==> src/rtl/wb_uart_tx.sv <==
`default_nettype none
// ============================================================================
// Module   : wb_uart_tx
// Purpose  : Wishbone responder with a byte TX FIFO feeding an 8N1 UART
//            serializer. Registers: DATA (0), STATUS (1), DIV (2).
// Revision : 1.0 - initial release
// ============================================================================
module wb_uart_tx #(
    parameter int FIFO_DEPTH = 16,
    parameter int DIV_RESET  = 104,
    parameter int DIV_WIDTH  = 16
) (
    input  logic        clk,
    input  logic        rst,
    input  logic        wb_stb,
    input  logic        wb_we,
    input  logic [3:0]  wb_adr,
    input  logic [31:0] wb_dat_c,
    output logic [31:0] wb_dat_p,
    output logic        wb_ack,
    output logic        tx
);

    localparam int c_aw = $clog2(FIFO_DEPTH);
    localparam int c_lw = c_aw + 1;

    localparam logic [1:0] c_idle  = 2'd0;
    localparam logic [1:0] c_start = 2'd1;
    localparam logic [1:0] c_data  = 2'd2;
    localparam logic [1:0] c_stop  = 2'd3;

    localparam logic [c_lw-1:0]      c_full_level = c_lw'(FIFO_DEPTH);
    localparam logic [DIV_WIDTH-1:0] c_div_reset  = DIV_WIDTH'(DIV_RESET);

    // FIFO storage and bookkeeping
    logic [7:0]           r_mem [FIFO_DEPTH];
    logic [c_aw-1:0]      r_wr_ptr;
    logic [c_aw-1:0]      r_rd_ptr;
    logic [c_lw-1:0]      r_level;

    // Register file
    logic                 r_overflow;
    logic [DIV_WIDTH-1:0] r_div;

    // Serializer
    logic [1:0]           r_state;
    logic [1:0]           w_state_next;
    logic [DIV_WIDTH-1:0] r_div_lat;
    logic [DIV_WIDTH-1:0] r_baud_cnt;
    logic [2:0]           r_bit_cnt;
    logic [7:0]           r_shift;
    logic [7:0]           w_shift_next;
    logic                 w_tx_next;

    // Handshake / control wires
    logic                 w_access;
    logic                 w_push_req;
    logic                 w_push;
    logic                 w_pop;
    logic                 w_full;
    logic                 w_empty;
    logic                 w_baud_tick;
    logic [31:0]          w_rd_data;
    logic                 w_unused;

    // A transaction is taken only on the first cycle of a strobe (ack low).
    assign w_access    = wb_stb & ~wb_ack;
    assign w_push_req  = w_access & wb_we & (wb_adr == 4'd0);
    assign w_full      = (r_level == c_full_level);
    assign w_empty     = (r_level == '0);
    assign w_push      = w_push_req & ~w_full;
    assign w_pop       = (r_state == c_idle) & ~w_empty;
    assign w_baud_tick = (r_baud_cnt == (r_div_lat - DIV_WIDTH'(1)));
    assign w_unused    = ^wb_dat_c;

    // Read-data multiplexer, evaluated on the pre-edge register values
    always_comb begin
        w_rd_data = '0;
        case (wb_adr)
            4'd1: begin
                w_rd_data[0]          = w_full;
                w_rd_data[1]          = w_empty;
                w_rd_data[2]          = (r_state != c_idle);
                w_rd_data[3]          = r_overflow;
                w_rd_data[8 +: c_lw]  = r_level;
            end
            4'd2: begin
                w_rd_data[DIV_WIDTH-1:0] = r_div;
            end
            default: begin
                w_rd_data = '0;
            end
        endcase
    end

    // Bus handshake, read-data register and control/status registers
    always_ff @(posedge clk) begin
        if (rst) begin
            wb_ack     <= 1'b0;
            wb_dat_p   <= '0;
            r_div      <= c_div_reset;
            r_overflow <= 1'b0;
        end else begin
            wb_ack   <= w_access;
            wb_dat_p <= (w_access & ~wb_we) ? w_rd_data : 32'd0;
            if (w_access & wb_we) begin
                if ((wb_adr == 4'd1) && wb_dat_c[3]) begin
                    r_overflow <= 1'b0;
                end
                if (wb_adr == 4'd2) begin
                    r_div <= wb_dat_c[DIV_WIDTH-1:0];
                end
            end
            // Fullness is judged before any same-cycle pop, so a push into a
            // full FIFO is dropped even if the serializer is draining it.
            if (w_push_req & w_full) begin
                r_overflow <= 1'b1;
            end
        end
    end

    // FIFO storage write port (contents need no reset)
    always_ff @(posedge clk) begin
        if (w_push) begin
            r_mem[r_wr_ptr] <= wb_dat_c[7:0];
        end
    end

    // FIFO pointers and level counter
    always_ff @(posedge clk) begin
        if (rst) begin
            r_wr_ptr <= '0;
            r_rd_ptr <= '0;
            r_level  <= '0;
        end else begin
            if (w_push) begin
                r_wr_ptr <= r_wr_ptr + c_aw'(1);
            end
            if (w_pop) begin
                r_rd_ptr <= r_rd_ptr + c_aw'(1);
            end
            case ({w_push, w_pop})
                2'b10:   r_level <= r_level + c_lw'(1);
                2'b01:   r_level <= r_level - c_lw'(1);
                default: r_level <= r_level;
            endcase
        end
    end

    // Serializer state register
    always_ff @(posedge clk) begin
        if (rst) begin
            r_state <= c_idle;
        end else begin
            r_state <= w_state_next;
        end
    end

    // Serializer next-state logic
    always_comb begin
        w_state_next = r_state;
        case (r_state)
            c_idle:  if (!w_empty)                         w_state_next = c_start;
            c_start: if (w_baud_tick)                      w_state_next = c_data;
            c_data:  if (w_baud_tick && (r_bit_cnt == 3'd7)) w_state_next = c_stop;
            c_stop:  if (w_baud_tick)                      w_state_next = c_idle;
            default:                                       w_state_next = c_idle;
        endcase
    end

    // Serializer outputs: next shift contents and next line level, so tx can
    // be registered and change on the same edge as the state
    always_comb begin
        w_shift_next = r_shift;
        if (w_pop) begin
            w_shift_next = r_mem[r_rd_ptr];
        end else if ((r_state == c_data) && w_baud_tick && (r_bit_cnt != 3'd7)) begin
            w_shift_next = {1'b0, r_shift[7:1]};
        end
        w_tx_next = 1'b1;
        case (w_state_next)
            c_start: w_tx_next = 1'b0;
            c_data:  w_tx_next = w_shift_next[0];
            default: w_tx_next = 1'b1;
        endcase
    end

    // Serializer datapath: line register, shifter, baud and bit counters
    always_ff @(posedge clk) begin
        if (rst) begin
            tx         <= 1'b1;
            r_shift    <= '0;
            r_bit_cnt  <= '0;
            r_baud_cnt <= '0;
            r_div_lat  <= DIV_WIDTH'(1);
        end else begin
            tx      <= w_tx_next;
            r_shift <= w_shift_next;
            if (w_pop) begin
                // Divisor is frozen per frame; zero behaves as one.
                r_div_lat  <= (r_div == '0) ? DIV_WIDTH'(1) : r_div;
                r_baud_cnt <= '0;
                r_bit_cnt  <= '0;
            end else if (r_state != c_idle) begin
                if (w_baud_tick) begin
                    r_baud_cnt <= '0;
                    if (r_state == c_data) begin
                        r_bit_cnt <= r_bit_cnt + 3'd1;
                    end
                end else begin
                    r_baud_cnt <= r_baud_cnt + DIV_WIDTH'(1);
                end
            end
        end
    end

endmodule
`default_nettype wire

==> config.mk <==
export PLATFORM = sky130hd
export DESIGN_NAME = wb_uart_tx
export DESIGN_NICKNAME = d
export VERILOG_FILES = /design/src/rtl/wb_uart_tx.sv
export SDC_FILE = /design/constraint.sdc
export NUM_CORES = 1
export LEC_CHECK = 0
export ABC_AREA = 1
export CORE_ASPECT_RATIO = 0.5
export CORE_MARGIN = 10
export CORE_UTILIZATION = 45
export CTS_CLUSTER_DIAMETER = 60
export DETAILED_ROUTE_END_ITERATION = 8
export GPL_TIMING_DRIVEN = 0
export SLEW_MARGIN = 20
export SYNTH_ARGS = -nofsm -noshare
export SYNTH_HDL_FRONTEND = slang
export SYNTH_SLANG_ARGS = --single-unit
==> constraint.sdc <==
create_clock -name clk -period 2.8 [get_ports clk]
set_input_delay 0.56 -clock clk [delete_from_list [all_inputs] [get_ports clk]]
set_output_delay 0.56 -clock clk [all_outputs]
set_load 0.005 [all_outputs]
==> impl_metrics.env, run 1 <==
export IMPL_status="complete, no violations"
export IMPL_r2r_start="r_level[1]"
export IMPL_fill_cells=1953
export IMPL_final_cell_mix="156 x nor2_1, 150 x nand2_1, 128 x edfxtp_1, 113 x o21ai_0, 97 x dfxtp_1"
export IMPL_ys_seq_elements=225
export IMPL_criticalPathCategory="in -> reg"
export IMPL_drc=0
export IMPL_arrival_ps=2700
export IMPL_grt_util_met2_pct=27.9
export IMPL_antenna_found_initial=0
export IMPL_yosys_top_cells_area="edfxtp_1 39%, dfxtp_1 20%, nor2_1 6.0%"
export IMPL_cts_buffer_depth=3
export IMPL_htree_levels=1
export IMPL_cts_clk_slew_worst_paths_ps=70
export IMPL_crit_top_cell="nor2_1"
export IMPL_drt_iter0_markers=661
export IMPL_min_period_ps=2580
export IMPL_fp_row_count=38
export IMPL_final_common_cell="nor2_1"
export IMPL_r2r_end="r_level[4]"
export IMPL_tightestPinTransition_ps=998
export IMPL_finalHoldViolCount=0
export IMPL_powerDensity_nw_per_um2=844
export IMPL_grt_ovfl_total=0
export IMPL_vias=7474
export IMPL_cts_sinks=225
export IMPL_end_kind="register"
export IMPL_critPathMaxStageDelay_ps=770
export IMPL_root_buffer="clkbuf_16"
export IMPL_areaGrowthSynthToFinish_pct=15.6
export IMPL_fin_cells=1431
export IMPL_wl_um=25100
export IMPL_cp_max_fo=8
export IMPL_yosysUniqueCellTypes=43
export IMPL_diodes=0
export IMPL_core_area_um2=21500
export IMPL_finalCritPeriodShare_pct=92.0
export IMPL_crit_slowest_cell="nor2_1"
export IMPL_cts_tree="done"
export IMPL_use_met3_pct=3.07
export IMPL_finalCoreUtilization_pct=52.6
export IMPL_viasPerCell=5.22
export IMPL_netlist_area_um2=9810
export IMPL_post_drt_wl_per_cell_um=17.5
export IMPL_fin_skew_ps=20.4
export IMPL_syn_avg_cell_area_um2=9.42
export IMPL_cts_buffers=21
export IMPL_grt_max_degree=19
export IMPL_antenna_left=0
export IMPL_cap_violations=0
export IMPL_slew_headroom_pct=33.2
export IMPL_die_h_um=124
export IMPL_clock_latency_ps=510
export IMPL_ys_seq_area_share_pct=59.0
export IMPL_worstPathCellList="clkdlybuf4s50_1 > nor2_1 > nand2_1 > nor4_4 > nand2_2 > inv_1 > nand3_1 > nor2_1"
export IMPL_yosys_area_top_type="edfxtp_1"
export IMPL_critPathTopFamily="simple AND/OR/NAND/NOR gates"
export IMPL_hold_path_class="reg -> reg"
export IMPL_vdd_drop_max_mv=0.305
export IMPL_layout_drive_gt1_share_pct=8.05
export IMPL_dpl_hpwl_um=17700
export IMPL_critPathLaunchType="input pin"
export IMPL_reg2reg_depth=14
export IMPL_grt_use_met1_pct=22.6
export IMPL_die_width_um=229
export IMPL_port_buffers=40
export IMPL_globalplace_congestion=0.847
export IMPL_syn_inst=1041
export IMPL_ios=74
export IMPL_rsz0062_at_grt="false"
export IMPL_reg2reg_slack_ps=240
export IMPL_dp_cells=1396
export IMPL_whs_endpoint="r_level[4]"
export IMPL_firstDrtPassIters=5
export IMPL_worstHoldStart="r_level[4]"
export IMPL_required_ps=2920
export IMPL_leakagePower_nw=4.20
export IMPL_start_util_pct=45.5
export IMPL_die_area_um2=28500
export IMPL_synth_async_reset_ratio_pct=0
export IMPL_cp_depth=8
export IMPL_first_global_vias=7104
export IMPL_setup_violations=0
export IMPL_busiest_layer="met2"
export IMPL_report_final_slew_viol_count=0
export IMPL_synth_flop_cell="edfxtp_1"
export IMPL_ys_warn_count=0
export IMPL_cp_num_buf_inv=2
export IMPL_fmax_ghz=0.388
export IMPL_synth_top_area_share_pct=39.2
export IMPL_finalNetCount=1173
export IMPL_grt_pass1_wl_um=38900
export IMPL_synth_edf_count=128
export IMPL_grt_use_total_pct=16.9
export IMPL_whs_path_depth=1
==> kinds of logic after synthesis <==
family / share of synthesized area, %
flip-flops: 59.0
adder cells (fa/ha/maj): 1.86
AND/OR/NAND/NOR: 18.4
other: 0.0382
XOR/XNOR: 1.88
AO/OA/AOI/OAI: 12.3
buffers and inverters: 6.56
==> cell usage after synthesis, types with 9 or more instances <==
cell type  count
nor2_1       156
nand2_1      152
edfxtp_1     128
o21ai_0      113
dfxtp_1       97
inv_1         95
nand3_1       45
a21oi_1       37
clkbuf_1      31
o22ai_1       31
buf_4         16
o221ai_1      14
ha_1          13
xor2_1        12
nor2_2        11
nand2_2       10
a31oi_1        9
nand4_1        9
nor3_1         9
xnor2_1        9
==> worst reg2reg max path: cells and delay by family (launching register included) <==
kind	cells	cell delay [ps]
AOI/OAI and AO/OA	3	380
adders and majority gates	2	550
buffers and inverters	2	200
DFF	1	360
and+or+nand+nor	7	950
==> routing by layer <==
metal,share of wire [%],routed length (um)
met3,6.2,1560
met5,0,0
met4,2.1,514
met1,46,11400
met2,46,11600
==> what timing repair did <==
item / CTS / global route
resized for setup: 4 / 6
setup buffers: 1 / 0
setup endpoints to repair: 4 / 41
hold buffers: 0 / 0
==> worst max-delay path by stage <==
stage                from     endpoint
2_1_floorplan  r_level[1]   r_level[4]
3_3_place_gp   r_state[0]   r_level[4]
3_5_place_dp    wb_adr[3]   r_level[4]
4_1_cts        r_level[1]   r_level[4]
5_1_grt         wb_adr[3]   r_level[4]
6_report        wb_adr[3]  r_mem[3][3]
==> metrics by stage <==
stage	worst slack, ps	power, mW	hold WS [ps]	area [um2]	setup TNS, ps
5_1_grt	40.2	10.1	492	11300	0
4_1_cts	58.1	9.55	460	11300	0
2_1_floorplan	236	5.90	422	9870	0
3_3_place_gp	-496	6.72	441	10600	-38020
6_report	224	9.57	464	11300	0
3_5_place_dp	-534	6.76	448	10600	-53350
==> state kept, by name, indices dropped and copies added (netlist names), 2 cells and up, named ones only <==
name	count
r_baud_cnt	16
r_bit_cnt	3
r_div	16
r_div_lat	16
r_level	5
r_mem	128
r_rd_ptr	4
r_shift	8
r_state	2
r_wr_ptr	4
wb_dat_p	16
==> power breakdown <==
| group | switching (mW) | internal (mW) | leakage, nW | total, mW |
|---|---|---|---|---|
| clock network | 1.19 | 1.56 | 0.314 | 2.76 |
| logic | 2.02 | 0.985 | 1.95 | 3.00 |
| registers | 0.153 | 3.66 | 1.94 | 3.81 |
| total | 3.36 | 6.21 | 4.20 | 9.57 |
==> final cells by class <==
type | instances | area [um2] | share of cell area, %
Buffer | 51 | 263 | 2.32
Clock buffer | 27 | 548 | 4.83
Clock inverter | 8 | 91.3 | 0.806
Inverter | 100 | 380 | 3.36
Multi-Input combinational cell | 679 | 3480 | 30.7
Sequential cell | 225 | 5790 | 51.0
Tap cell | 300 | 375 | 3.31
Timing Repair Buffer | 41 | 408 | 3.60
Power figures use the tool's default switching activity.
==> run 2, diff against run 1 <==
Settings changed: ABC_AREA 1 to not set, PLACE_DENSITY_LB_ADDON set to 0.15.
Clock period 2.8 ns to 2.9 ns, I/O delays scaled along.
==> impl_metrics.env, run 2 <==
export IMPL_grt_pass1_wl_um=31800
export IMPL_cts_tree="done"
export IMPL_fin_hold_ws_ps=472
export IMPL_place_area_um2=10200
export IMPL_drt_iter0_markers=487
export IMPL_ys_warn_count=0
export IMPL_drc=0
export IMPL_first_global_vias=5561
export IMPL_core_area_um2=20500
export IMPL_diodes=0
export IMPL_power_total_mw=8.78
export IMPL_tightestPinTransition_ps=873
export IMPL_antenna_left=0
export IMPL_port_buffers=41
export IMPL_post_drt_wl_per_cell_um=18.8
export IMPL_synth_most_common_cell="edfxtp_1"
export IMPL_root_buffer="clkbuf_16"
export IMPL_fin_area_um2=11100
export IMPL_synth_flop_cell="edfxtp_1"
export IMPL_yosys_top_cells_area="edfxtp_1 41%, dfxtp_1 21%, mux4_2 7.9%"
export IMPL_syn_inst=702
export IMPL_status="complete, no violations"
export IMPL_yosysUniqueCellTypes=58
export IMPL_die_area_um2=27300
export IMPL_finalNetCount=838
export IMPL_ys_seq_area_share_pct=61.8
export IMPL_die_h_um=122
export IMPL_grt_use_total_pct=14.7
export IMPL_dp_cells=1031
export IMPL_globalplace_congestion=0.816
export IMPL_required_ps=3260
export IMPL_cp_max_fo=9
export IMPL_dp_slack_ps=-900
export IMPL_report_final_slew_viol_count=0
export IMPL_critPathLaunchType="register"
export IMPL_antenna_found_initial=0
export IMPL_htree_levels=1
export IMPL_vdd_drop_max_mv=0.289
export IMPL_leakagePower_nw=3.85
export IMPL_die_width_um=224
export IMPL_dpl_hpwl_um=14200
export IMPL_synth_top_area_share_pct=41.0
export IMPL_final_cell_mix="128 x edfxtp_1, 94 x dfxtp_1, 79 x nor2_1, 39 x clkdlybuf4s50_1"
export IMPL_cts_buffers=21
export IMPL_grt_max_degree=19
export IMPL_fin_skew_ps=9.78
export IMPL_synth_edf_count=128
export IMPL_timing_final_ws_setup_ps=173
export IMPL_end_kind="register"
export IMPL_cts_buffer_depth=3
export IMPL_layout_drive_gt1_share_pct=15.6
export IMPL_ios=74
export IMPL_setup_violations=0
export IMPL_cts_sinks=225
export IMPL_firstDrtPassIters=5
export IMPL_grt_ovfl_total=0
export IMPL_final_common_cell="edfxtp_1"
export IMPL_hold_path_class="in -> reg"
export IMPL_start_util_pct=45.7
export IMPL_wl_um=20100
export IMPL_yosys_area_top_type="edfxtp_1"
export IMPL_powerDensity_nw_per_um2=795
export IMPL_finalHoldViolCount=0
export IMPL_clock_latency_ps=500
export IMPL_finalCritPeriodShare_pct=94.0
export IMPL_cap_violations=0
export IMPL_fin_cells=1070
export IMPL_netlist_area_um2=9370
export IMPL_criticalPathCategory="reg -> reg"
export IMPL_vias=5656
export IMPL_slew_headroom_pct=41.6
export IMPL_largest_reg_flops=128
export IMPL_arrival_ps=3080
export IMPL_regMostFlops="r_mem"
export IMPL_cts_clk_slew_worst_paths_ps=70
export IMPL_fp_row_count=37
export IMPL_viasPerCell=5.29
export IMPL_ys_seq_elements=225
export IMPL_areaGrowthSynthToFinish_pct=17.9
export IMPL_synth_async_reset_ratio_pct=0
export IMPL_syn_avg_cell_area_um2=13.3
export IMPL_reg2reg_slack_ps=170
export IMPL_synth_common_cells="128 x edfxtp_1, 97 x dfxtp_1, 79 x nor2_1, 35 x nand2_1, 33 x mux4_2"
export IMPL_fmax_ghz=0.367
export IMPL_min_period_ps=2730
export IMPL_holdBufCountCts=0
==> run 2: cell count changes in the layout (fill, tap and decap cells not counted), sizes merged, moves of 13 or more <==
cell / previous run / this run
a22o: 1 / 20
inv: 99 / 18
mux2i: 0 / 32
mux4: 0 / 33
nand2: 162 / 36
nand3: 49 / 6
nor2: 170 / 79
o21ai: 113 / 11
o221ai: 14 / 1
o22ai: 31 / 0
xnor2: 9 / 22
xor2: 12 / 25
==> run 2: repair_timing <==
action,CTS,global route
pin swaps,1,5
setup buffers,1,3
endpoints found under the hold margin,0,0
endpoints found under the setup margin,53,57
resized for setup,9,18
==> run 2: critical path: stages, from the launching register on <==
cell      delay (ps)
dfxtp_1          370
nor3_1           400
nand4b_2         200
or4_1            510
a211oi_1         220
and4_1           260
buf_6            150
and2_1           220
a22o_1           150
a31oi_1           90
==> run 2: path summary, 6_finish.rpt <==
| kind | from | endpoint | depth (start not counted) |
|---|---|---|---|
| hold / removal | wb_stb | wb_ack | 3 |
| setup reg to reg | r_div_lat[8] | tx | 9 |
| hold reg to reg | r_div[10] | r_div_lat[10] | 2 |
| setup / recovery | r_div_lat[8] | tx | 9 |
==> run 2: report_power, final <==
part           internal [mW]  switching [mW]
combinational          0.993            1.22
sequential              3.53           0.173
clock                   1.68            1.18
==> run 2: layout make-up <==
class / count / area [um2]
fillers: 1723 / 9460
flip-flops and latches: 225 / 5790
multi-input cells: 428 / 3440
clock buffers: 25 / 572
repair buffers: 45 / 445
well taps: 273 / 342
plain buffers: 46 / 255
clock inverters: 11 / 139
inverters: 17 / 66.3
==> run 2: kinds of logic after synthesis <==
family                   after synthesis  synth area share, %
adder cells (fa/ha/maj)               14                 1.95
XOR/XNOR                              47                 4.39
AO/OA/AOI/OAI                         87                 6.29
other                                  1               0.0400
buffers and inverters                 64                 3.38
flip-flops                           225                 61.8
AND/OR/NAND/NOR                      199                 10.8
multiplexers                          65                 11.4
==> run 2: layer usage <==
metal	track usage [%]	part of all wire, %	vias to the layer above
met5	0	0	-
met4	2.70	1.1	0
met3	2.97	5.1	23
met2	24.7	48	110
met1	19.6	46	2793
li1	-	-	2730
==> run 2: per-stage QoR <==
| stage | util, % | TNS, ps |
|---|---|---|
| finish | 53.9 | 0 |
| global route | 53.9 | -63.2 |
| CTS | 53.4 | 0 |
| detailed placement | 49.8 | -76180 |
| global placement | 49.7 | -90040 |
| floorplan | - | 0 |
==> edit, RTL diff (config.mk and constraints of run 2) <==
Take the reset off `wb_dat_p` and load it in a clocked block of its own.
--- a/src/rtl/wb_uart_tx.sv
+++ b/src/rtl/wb_uart_tx.sv
@@ -99,3 +99,2 @@
             wb_ack     <= 1'b0;
-            wb_dat_p   <= '0;
             r_div      <= c_div_reset;
@@ -104,3 +103,2 @@
             wb_ack   <= w_access;
-            wb_dat_p <= (w_access & ~wb_we) ? w_rd_data : 32'd0;
             if (w_access & wb_we) begin
@@ -119,2 +117,6 @@
         end
+    end
+
+    always_ff @(posedge clk) begin
+        wb_dat_p <= (w_access & ~wb_we) ? w_rd_data : 32'd0;
     end
Function: changed (Yosys sat finds a counterexample within 4 cycles, from zero or initial values and one cycle with rst high).
==> edit against run 2 <==
Wire length is 4.2% higher. Sequential cell count did not move. Largest cell class unchanged. Cell area grew 1.4%. Area after synthesis grew 0.71%. Critical path depth grew 1. Clock power shrank 3%. Critical endpoint is now r_baud_cnt[5]$_SDFFE_PP0P_. Total power fell by 2.7%. Largest power group unchanged. Worst setup slack worse by 0.040 ns.
==> edit: results (changes against run 2) <==
- Max_slew headroom: 41.7% (+0.078 points)
- Global Route met2 Usage: 25.2% (+0.52 points)
- Hold Path Sink: r_state[0]$_SDFF_PP0_
- Synth Area in Adders: 1.94% (-0.014 points)
- Synthesized area per cell: 13.2 um2 (-0.85%)
- Top post-synthesis cells by area: edfxtp_1 41%, dfxtp_1 21%, mux4_2 7.9%
- Dpl ws: -0.668 ns (+0.232 ns)
- Worst EP arrival: 3.16 ns (+0.08 ns)
- CTS Buf Count: 22 (+4.8%)
- First-pass DRT Iterations: 4 (-1)
- Met3 wire length: 1150 um (+12%)
- Global Route met1 Usage: 20.2% (+0.64 points)
- Cell Area, Placed: 0.0103 mm2 (+0.65%)
- Final Total Pwr: 8540 uW (-2.7%)
- Vias in the first global route: 5799 (+4.3%)
- NumNets Final: 854 (+1.9%)
- Path depth of the worst reg2reg path: 10 (+1)
- Worst Clk Skew: 0.0152 ns (+0.00541 ns)
- Status: completed
- Vias/cell: 5.34 (+0.98%)
- Sequential area share after synthesis: 61.3% (-0.43 points)
- M3 GR Usage: 3.02% (+0.049 points)
- Hold Path Depth: 2 (-1)
- GRT Total Usage: 15.1% (+0.46 points)
- XOR/XNOR Fraction of Synth Area: 3.90% (-0.50 points)
## edit: report_power, final
part	internal, uW	switching, uW	leakage [uW]
sequential	3500	147	0.00194
clock	1550	1210	0.000351
combinational	975	1160	0.00158
total	6030	2510	0.00386
## edit: layout make-up
class,count,area [um2],area share (%)
sequential,225,5790,51.6
multi-input combinational,441,3570,31.9
clock buffer,26,587,5.23
timing repair buffer,51,502,4.48
tap,273,342,3.05
buffer,46,258,2.30
clock inverter,14,111,0.993
inverter,13,48.8,0.435
## edit: how the worst max path moves through the flow
| stage | to | slack [ns] | from |
|---|---|---|---|
| 2_1_floorplan | r_level[4]$_SDFFE_PP0P_ | 0.06 | wb_adr[1] |
| 3_3_place_gp | r_mem[3][5]$_DFFE_PP_ | -0.70 | wb_adr[1] |
| 3_5_place_dp | r_level[4]$_SDFFE_PP0P_ | -0.67 | wb_adr[1] |
| 4_1_cts | r_level[4]$_SDFFE_PP0P_ | 0.003 | r_level[0]$_SDFFE_PP0P_ |
| 5_1_grt | r_baud_cnt[12]$_SDFFE_PP0P_ | -0.002 | r_div_lat[8]$_SDFFE_PP0P_ |
| 6_report | r_baud_cnt[5]$_SDFFE_PP0P_ | 0.13 | r_div_lat[0]$_SDFFE_PP1P_ |
## edit: repair_timing
item,4_1_cts,5_1_grt
hold buffers,0,0
setup buffers,3,6
gates resized for setup,15,28
cloned,0,1
setup endpoints to repair,32,31
pin swaps,1,3
## edit: critical path, cell delays in order, from the launching register on
cell	delay, ns
dfxtp_2	0.34
or4_1	0.53
buf_6	0.16
or3_4	0.36
and3_4	0.19
a2111oi_4	0.18
buf_4	0.19
nand4_4	0.19
o21ai_4	0.30
buf_6	0.16
nor2_1	0.05
